$ cat src/rtl/pp_serial_mac.sv
// pp_serial_mac: bit-serial sign-magnitude MAC. It produces one shifted partial
// product per clock from the weight magnitude bits and accumulates KERNEL_LEN
// (image, weight) pairs into a saturating signed sum.
module pp_serial_mac #(
  parameter int unsigned IMG_W      = 8,
  parameter int unsigned WGT_W      = 4,
  parameter int unsigned KERNEL_LEN = 9,
  parameter int unsigned ACC_W      = 16,
  parameter int unsigned SKIP_ZERO  = 1
) (
  input  logic                    clk,
  input  logic                    rst,
  input  logic                    in_valid,
  output logic                    in_ready,
  input  logic [IMG_W-1:0]        image,
  input  logic [WGT_W-1:0]        weight,
  output logic                    out_valid,
  input  logic                    out_ready,
  output logic signed [ACC_W-1:0] out_sum,
  output logic                    out_overflow,
  output logic                    busy
);

  localparam int unsigned MAG_W = WGT_W - 1;
  localparam int unsigned IDX_W = (MAG_W > 1) ? $clog2(MAG_W) : 1;
  localparam int unsigned CNT_W = (KERNEL_LEN > 1) ? $clog2(KERNEL_LEN) : 1;
  localparam int unsigned PP_W  = IMG_W + MAG_W - 1;
  // The sum is one bit wider than both operands, so it cannot wrap before the clamp.
  localparam int unsigned SUM_W = ((ACC_W > PP_W + 1) ? ACC_W : PP_W + 1) + 1;

  localparam logic signed [SUM_W-1:0] SAT_MAX = {{(SUM_W-ACC_W+1){1'b0}}, {(ACC_W-1){1'b1}}};
  localparam logic signed [SUM_W-1:0] SAT_MIN = {{(SUM_W-ACC_W+1){1'b1}}, {(ACC_W-1){1'b0}}};

  typedef enum logic [1:0] {S_IDLE, S_GEN, S_OUT} state_t;

  state_t                  state, state_d;
  logic [IMG_W-1:0]        img_q, img_d;
  logic                    sign_q, sign_d;
  logic [MAG_W-1:0]        mask_q, mask_d;
  logic [IDX_W-1:0]        idx_q, idx_d;
  logic signed [ACC_W-1:0] acc_q, acc_d;
  logic [CNT_W-1:0]        cnt_q, cnt_d;
  logic signed [ACC_W-1:0] sum_d;
  logic                    ovf_d;
  logic                    in_ready_d, out_valid_d, busy_d;

  logic [IDX_W-1:0]        low_idx;
  logic [IDX_W-1:0]        sel_idx;
  logic                    bit_on;
  logic                    pair_end;
  logic [MAG_W-1:0]        mask_clr;
  logic signed [SUM_W-1:0] pp_mag, pp, acc_ext, raw_sum;
  logic signed [ACC_W-1:0] sat_sum;
  logic                    clamp;

  // Lowest set magnitude bit, used by the zero-skipping schedule.
  always_comb begin
    low_idx = '0;
    for (int i = int'(MAG_W) - 1; i >= 0; i--) begin
      if (mask_q[i]) low_idx = IDX_W'(i);
    end
  end

  // Partial-product selection and saturating accumulate for the current GEN cycle.
  always_comb begin
    mask_clr = mask_q & (mask_q - MAG_W'(1));
    if (SKIP_ZERO != 0) begin
      sel_idx  = low_idx;
      bit_on   = |mask_q;
      pair_end = (mask_clr == '0);
    end else begin
      sel_idx  = idx_q;
      bit_on   = mask_q[idx_q];
      pair_end = (idx_q == IDX_W'(MAG_W - 1));
    end
    pp_mag  = SUM_W'(img_q) << sel_idx;
    pp      = bit_on ? (sign_q ? -pp_mag : pp_mag) : '0;
    acc_ext = SUM_W'(acc_q);
    raw_sum = acc_ext + pp;
    clamp   = 1'b0;
    if (raw_sum > SAT_MAX) begin
      sat_sum = ACC_W'(SAT_MAX);
      clamp   = 1'b1;
    end else if (raw_sum < SAT_MIN) begin
      sat_sum = ACC_W'(SAT_MIN);
      clamp   = 1'b1;
    end else begin
      sat_sum = ACC_W'(raw_sum);
    end
  end

  // Next-state and next-output logic.
  always_comb begin
    state_d = state;
    img_d   = img_q;
    sign_d  = sign_q;
    mask_d  = mask_q;
    idx_d   = idx_q;
    acc_d   = acc_q;
    cnt_d   = cnt_q;
    sum_d   = out_sum;
    ovf_d   = out_overflow;
    unique case (state)
      S_IDLE: begin
        if (in_valid) begin
          img_d   = image;
          sign_d  = weight[WGT_W-1];
          mask_d  = weight[WGT_W-2:0];
          idx_d   = '0;
          state_d = S_GEN;
        end
      end
      S_GEN: begin
        acc_d = sat_sum;
        if (clamp) ovf_d = 1'b1;
        if (SKIP_ZERO != 0) mask_d = mask_clr;
        else                idx_d  = idx_q + IDX_W'(1);
        if (pair_end) begin
          if (cnt_q == CNT_W'(KERNEL_LEN - 1)) begin
            sum_d   = sat_sum;
            state_d = S_OUT;
          end else begin
            cnt_d   = cnt_q + CNT_W'(1);
            state_d = S_IDLE;
          end
        end
      end
      S_OUT: begin
        if (out_ready) begin
          acc_d   = '0;
          cnt_d   = '0;
          ovf_d   = 1'b0;
          state_d = S_IDLE;
        end
      end
      default: state_d = S_IDLE;
    endcase
    in_ready_d  = (state_d == S_IDLE);
    out_valid_d = (state_d == S_OUT);
    busy_d      = !((state_d == S_IDLE) && (cnt_d == '0));
  end

  // State and output registers with synchronous reset.
  always_ff @(posedge clk) begin
    if (rst) begin
      state        <= S_IDLE;
      img_q        <= '0;
      sign_q       <= 1'b0;
      mask_q       <= '0;
      idx_q        <= '0;
      acc_q        <= '0;
      cnt_q        <= '0;
      out_sum      <= '0;
      out_overflow <= 1'b0;
      in_ready     <= 1'b1;
      out_valid    <= 1'b0;
      busy         <= 1'b0;
    end else begin
      state        <= state_d;
      img_q        <= img_d;
      sign_q       <= sign_d;
      mask_q       <= mask_d;
      idx_q        <= idx_d;
      acc_q        <= acc_d;
      cnt_q        <= cnt_d;
      out_sum      <= sum_d;
      out_overflow <= ovf_d;
      in_ready     <= in_ready_d;
      out_valid    <= out_valid_d;
      busy         <= busy_d;
    end
  end

endmodule

$ cat config.mk
export PLATFORM = sky130hd
export DESIGN_NAME = pp_serial_mac
export DESIGN_NICKNAME = d
export VERILOG_FILES = /design/src/rtl/pp_serial_mac.sv
export SDC_FILE = /design/constraint.sdc
export NUM_CORES = 1
export LEC_CHECK = 0
export BUFFER_PORTS_ARGS = -buffer_cell sky130_fd_sc_hd__buf_2
export CAP_MARGIN = 0
export CORE_MARGIN = 2
export CORE_UTILIZATION = 50
export CTS_CLUSTER_SIZE = 20
export DETAILED_ROUTE_END_ITERATION = 8
export GPL_TIMING_DRIVEN = 0
export PLACE_DENSITY_LB_ADDON = 0.12
export SYNTH_ARGS = -nofsm -noshare
export SYNTH_HDL_FRONTEND = slang
export SYNTH_SLANG_ARGS = --single-unit
export TNS_END_PERCENT = 20
$ cat constraint.sdc
create_clock -name clk -period 4.8 [get_ports clk]
set_input_delay 0.24 -clock clk [delete_from_list [all_inputs] [get_ports clk]]
set_output_delay 0.24 -clock clk [all_outputs]
set_load 0.05 [all_outputs]
After elaboration in Yosys (flattened, before gate mapping). Cells that the tools add are included.

Bits in registers: 54. Logic and storage cells: 65.

Add/subtract/negate cells: 4. Magnitude comparators: 2. Eq/ne operators: 7. Shift operators: 1. Muxes and demuxes: 25. Bitwise gates (word level): 1. Reduce and logical (&&, ||, !) cells: 14.

Operators by type and width (number): 16-bit 2-to-1 mux (3); 17-bit 2-to-1 mux (2); 16-bit case mux with 2 select lines (1); 16-bit by 17-bit adder with 17-bit output (1); 17-bit by 16-bit > comparator with 1-bit output, second input constant (1); 17-bit by 16-bit < comparator with 1-bit output, second input constant (1); 17-bit negation (1); 8-bit by 2-bit << shifter with 17-bit output (1); 2-bit 2-to-1 mux (7); 4-bit 2-to-1 mux (3); 4-bit case mux with 2 select lines (1); 2-bit != test, second input constant (3); 2-bit case mux with 3 select lines (1); 3-bit case mux with 2 select lines (1); 2-bit AND reduction (3); 3-bit AND reduction (2); 4-bit by 1-bit adder with 4-bit output, second input constant (1); 2-bit equality test, second input constant (2); 4-bit equality test, second input constant (1); 2-bit zero test (2); 4-bit zero test (1); 1-bit 2-to-1 mux (4); 2-bit nonzero test (2); 3-bit AND (1); 8 further kinds (8).

Logic depth before layout (Yosys ltp).
Depth in word-level cells: 13. Gate-level depth with buffers: 21. Mapped depth without buffers: 18.

Least setup slack after synthesis. Ideal clock, no wire load.

Path kind: register to register. Start: reg mask_q[0]. End: reg out_sum[11]. Library setup time: 0.060 ns. Arrival time: 4.472 ns. Required time: 4.740 ns. Path slack: 0.267 ns. Stages on the path, launching flop included: 22. Buffers on the path: 3. Cells stage by stage: dfxtp_1 nand2b_1 buf_4 mux2_2 nand2_1 ha_1 o2111ai_1 o31a_1 xor2_1 nand2_1 o221ai_1 ha_1 clkbuf_1 a21o_1 a221oi_1 o21ai_0 a31o_2 a2111oi_1 a211o_1 buf_4 maj3_2 a22o_1.

Cells in the longest elaborated chain, start to end: 9. Elaborated cells on any way between the ends: 15.

Ends and longest elaborated chain: start, declared (line 39) `logic [MAG_W-1:0] mask_q, mask_d;`; start signal, assigned (line 162) `mask_q <= mask_d;`; 2-bit 2-to-1 mux (line 60) `if (mask_q[i]) low_idx = IDX_W'(i);`; 8-bit by 2-bit << shifter with 17-bit output (line 76) `pp_mag = SUM_W'(img_q) << sel_idx;`; 17-bit negation (line 77) `pp = bit_on ? (sign_q ? -pp_mag : pp_mag) : '0;`; 17-bit 2-to-1 mux (2 in series) (line 77); 16-bit by 17-bit adder with 17-bit output (line 79) `raw_sum = acc_ext + pp;`; 17-bit by 16-bit < comparator with 1-bit output (line 84) `end else if (raw_sum < SAT_MIN) begin`; 16-bit 2-to-1 mux (line 84); 16-bit 2-to-1 mux (line 81) `if (raw_sum > SAT_MAX) begin`; end signal, assigned (line 166) `out_sum <= sum_d;`; end, declared (line 19) `output logic signed [ACC_W-1:0] out_sum,`.

Several ways; a longest one is shown, not always the timed one. A chain may end at the register's enable or synchronous reset.

Worst setup path in the final report.
Start: reg mask_q[0]. End: reg acc_q[5].

Cells in the longest elaborated chain, start to end: 10. Elaborated cells on any way between the ends: 12.

Ends and longest elaborated chain: 2-bit 2-to-1 mux (line 60); 8-bit by 2-bit << shifter with 17-bit output (line 76); 17-bit negation (line 77); 17-bit 2-to-1 mux (line 77); 17-bit 2-to-1 mux * (line 77); 16-bit by 17-bit adder with 17-bit output * (line 79); 17-bit by 16-bit < comparator with 1-bit output (line 84); 16-bit 2-to-1 mux (line 84); 16-bit 2-to-1 mux * (line 81); 16-bit case mux with 2 select lines * (line 103) `unique case (state)`; end signal, assigned (line 151) `acc_q <= '0;`; end signal, assigned (line 164) `acc_q <= acc_d;`; end, declared (line 41) `logic signed [ACC_W-1:0] acc_q, acc_d;`.

Every way passes the cells marked *; elsewhere a longest branch is shown, timed or not.

==> metrics.txt <==
Critical Path, Cell by Cell nand2b_1, buf_6, mux2_2, nand2_1, ha_4, o2111ai_4, o31a_1, xor2_1, nand2_1, o221ai_2, ha_4, a211o_1, a41oi_2, o31ai_1, a221o_1, xor2_2, buf_6, maj3_2, a22o_1; initial antenna violation count 0; Mapped Area 0.00361 sq mm; Cell variety after synth 63; dpl ws -0.415 ns; Worst slew margin 0.434; total CTS buffers 5; Tmin final 4.55 ns; register area 0.00108 sq mm; Hold Vio Cnt, Final 0; hpwl dp 6.38 mm; cell internal pwr 0.000704 W; CTS Root Cell clkbuf_8; hold buffers post-CTS 0; chip width 89.0 um; DR WL/cell 14.5 um; setup slack after layout 0.247 ns; Syn. warnings 0; Fillers 643; CP top delay family compound AO/OA/AOI/OAI gates; htree depth 2; # rows 30; ANT cells 0; GRT overflow 0; Final Cycle Share 0.949; crit-path max FO 10; reg2reg path depth 19; RSZ-0062 raised after global routing no; latest clock arrival within the worst-skew pair 0.30 ns; Primary FF master, synth dfxtp_1; vias in the first global route 2893; Worst VDD drop 0.125 mV; die area 0.00792 sq mm; Setup crit start mask_q[0]; detailed-route DRC error count 0; Initial Utilization 0.523; Syn-to-layout area delta 14.1%; Hold Path Class input pin to flip-flop; number of synthesized register bits 54; first-pass GRT wire length 13.7 mm; switch share 0.320; reg2reg end acc_q[5]; ANT nets after route 0; Via density 5.48; Worst-path clk slew 0.10 ns; Setup crit end acc_q[5]; number of max-cap violations 0; hold path start image[0]; post-synth top area cell dfxtp_1; Clock Tree Buf Depth 2; EDFF count, synth 0; DRT Wirelength 8.26 mm; data required time of the critical path 5.00 ns; Comb power frac 0.283; Clock power frac 0.255; Top Ports 36; pin count of the biggest net entering global routing 16; Worst path max stage delay 0.40 ns; Psw 0.000332 W; I/O Buffers 34; highest clock rate 0.220 GHz; TritonCTS clock tree done; kind of critical path flip-flop to flip-flop; P_leak 1.78 nW; area occupied by multi-input gates 0.00247 sq mm; Setup-failing EPs final 0; critical path's slowest cell a221o_1; gpl congestion 0.929; worst r2r src mask_q[0]; Slew Limit Fails 0; CTS Sinks 54; Clock Skews 0.00703 ns; asr flop ratio synth 0; WP depth 19; R2R setup slack 0.25 ns; Pwr Density 251 mW/mm^2; register area share after synthesis 0.299; CP Buf/Inv Count 2; via count 3131; Avg Synthesized Cell Area 8.42 sq um; overall power 0.00104 W; Syn Inst Count 429; DRT iter0 DRCs 115; Synth top area share 0.299; die height 89.0 um; arrival time worst endpoint 4.75 ns; status finished clean; top cells by area, synth dfxtp_1 30%, ha_1 8.0%, a22o_1 5.8%, a21oi_1 5.4%, nand2_1 4.9%; Startpoint Class flip-flop; share of layout cells above drive strength 1 0.181; drt pass-1 iters 4; worst slew pin tran 0.842 ns; crit path capture type flip-flop; nets 514; total track usage 0.217; core area 0.00691 sq mm; register share of total power 0.462; Synth Net Count 469
[registers in the layout, summed over array words and instances, names as in the netlist]
| register | flops |
|---|---|
| acc_q | 16 |
| out_sum | 16 |
| img_q | 8 |
| cnt_q | 4 |
| mask_q | 3 |
| state | 2 |
| busy | 1 |
| in_ready | 1 |
| out_overflow | 1 |
| out_valid | 1 |
| sign_q | 1 |
[cell usage in the layout (no fill, tap or decap), types with 10 or more instances in the layout]
cell | netlist | routed
a21oi_1 | 39 | 39
nor2b_1 | 11 | 11
buf_2 | 2 | 36
nor2_1 | 40 | 40
dfxtp_1 | 54 | 53
inv_1 | 10 | 10
xor2_1 | 11 | 11
a21o_1 | 10 | 10
nand2_1 | 47 | 47
ha_1 | 23 | 21
o21ai_0 | 11 | 10
a22o_1 | 24 | 24
clkbuf_1 | 18 | 16
xnor2_1 | 13 | 13
maj3_2 | 12 | 12
[metal layers]
metal / vias to the layer above / track usage / routed length, um
met4: 0 / 0.0597 / 107
met5: - / 0 / 0
li1: 1636 / - / -
met1: 1429 / 0.289 / 4030
met2: 60 / 0.368 / 3890
met3: 6 / 0.0342 / 233
[power groups by stage]
| stage | combinational (W) | clock (W) | sequential [W] |
|---|---|---|---|
| final | 0.000293 | 0.000265 | 0.000478 |
| after floorplan | 0.000212 | 0 | 0.000492 |
| after CTS | 0.000280 | 0.000273 | 0.000478 |
| after global placement | 0.000271 | 0 | 0.000488 |
| after global routing | 0.000323 | 0.000288 | 0.000481 |
| after detailed placement | 0.000275 | 0 | 0.000488 |
[worst register-to-register path: cells and delay by family, from the launching register on]
family,cells,cell delay (ns)
xor+xnor,2,0.38
mux,1,0.37
buf+inv,2,0.33
fa+ha+maj,3,0.78
compound gates,8,1.85
simple gates,3,0.34
flops,1,0.39
[layout make-up]
cell class,count,share of cell area
plain buffers,23,0.0279
flip-flops and latches,54,0.263
inverters,10,0.00910
clock buffers,7,0.0209
multi-input cells,341,0.598
well taps,96,0.0291
clock inverters,1,0.00121
repair buffers,39,0.0504
[worst min-delay path by stage]
stage | cells after the start | slack [ns] | endpoint
6_report | 3 | 0.16 | img_q[0]
3_3_place_gp | 2 | 0.43 | out_sum[13]
3_5_place_dp | 2 | 0.44 | out_sum[8]
4_1_cts | 3 | 0.15 | img_q[0]
2_1_floorplan | 2 | 0.38 | img_q[2]
5_1_grt | 3 | 0.16 | img_q[0]
[stage by stage]
step                utilization  std cells  TNS (ns)  hold WS [ns]  cell area (sq um)
floorplan                     -        429         0         0.376               3610
global placement          0.565        559     -6.77         0.433               3900
detailed placement        0.565        559    -10.02         0.443               3900
CTS                       0.585        569         0         0.151               4040
global route              0.597        571         0         0.156               4120
finish                    0.597        571         0         0.162               4120
[cell families after synthesis]
family / synth area share
muxes: 0.0190
xor gates and xnor gates: 0.0717
and+or+nand+nor: 0.177
adders and majority gates: 0.134
buffers and inverters: 0.0405
DFF: 0.299
AOI/OAI and AO/OA: 0.259
[cell usage after synthesis (4+ instances only)]
master    instances
nor2b_1          11
a22o_1           24
a21o_1           10
nand2_1          47
and2_1            7
inv_1            10
ha_1             23
xnor2_1          13
a211oi_1          5
nor2_1           40
nand2b_1          9
a31oi_1           5
o21ai_1           6
dfxtp_1          54
maj3_1            4
a21oi_1          39
xor2_1           11
o21ai_0          11
o22ai_1           6
maj3_2           12
nor3_1            6
clkbuf_1         18
[what timing repair did]
action | CTS | global route
setup endpoints to repair | 31 | 32
resized for setup | 6 | 13
pin swaps | 3 | 7
buffers inserted | 3 | 2
No activity file was read; power rests on OpenSTA's default activity.
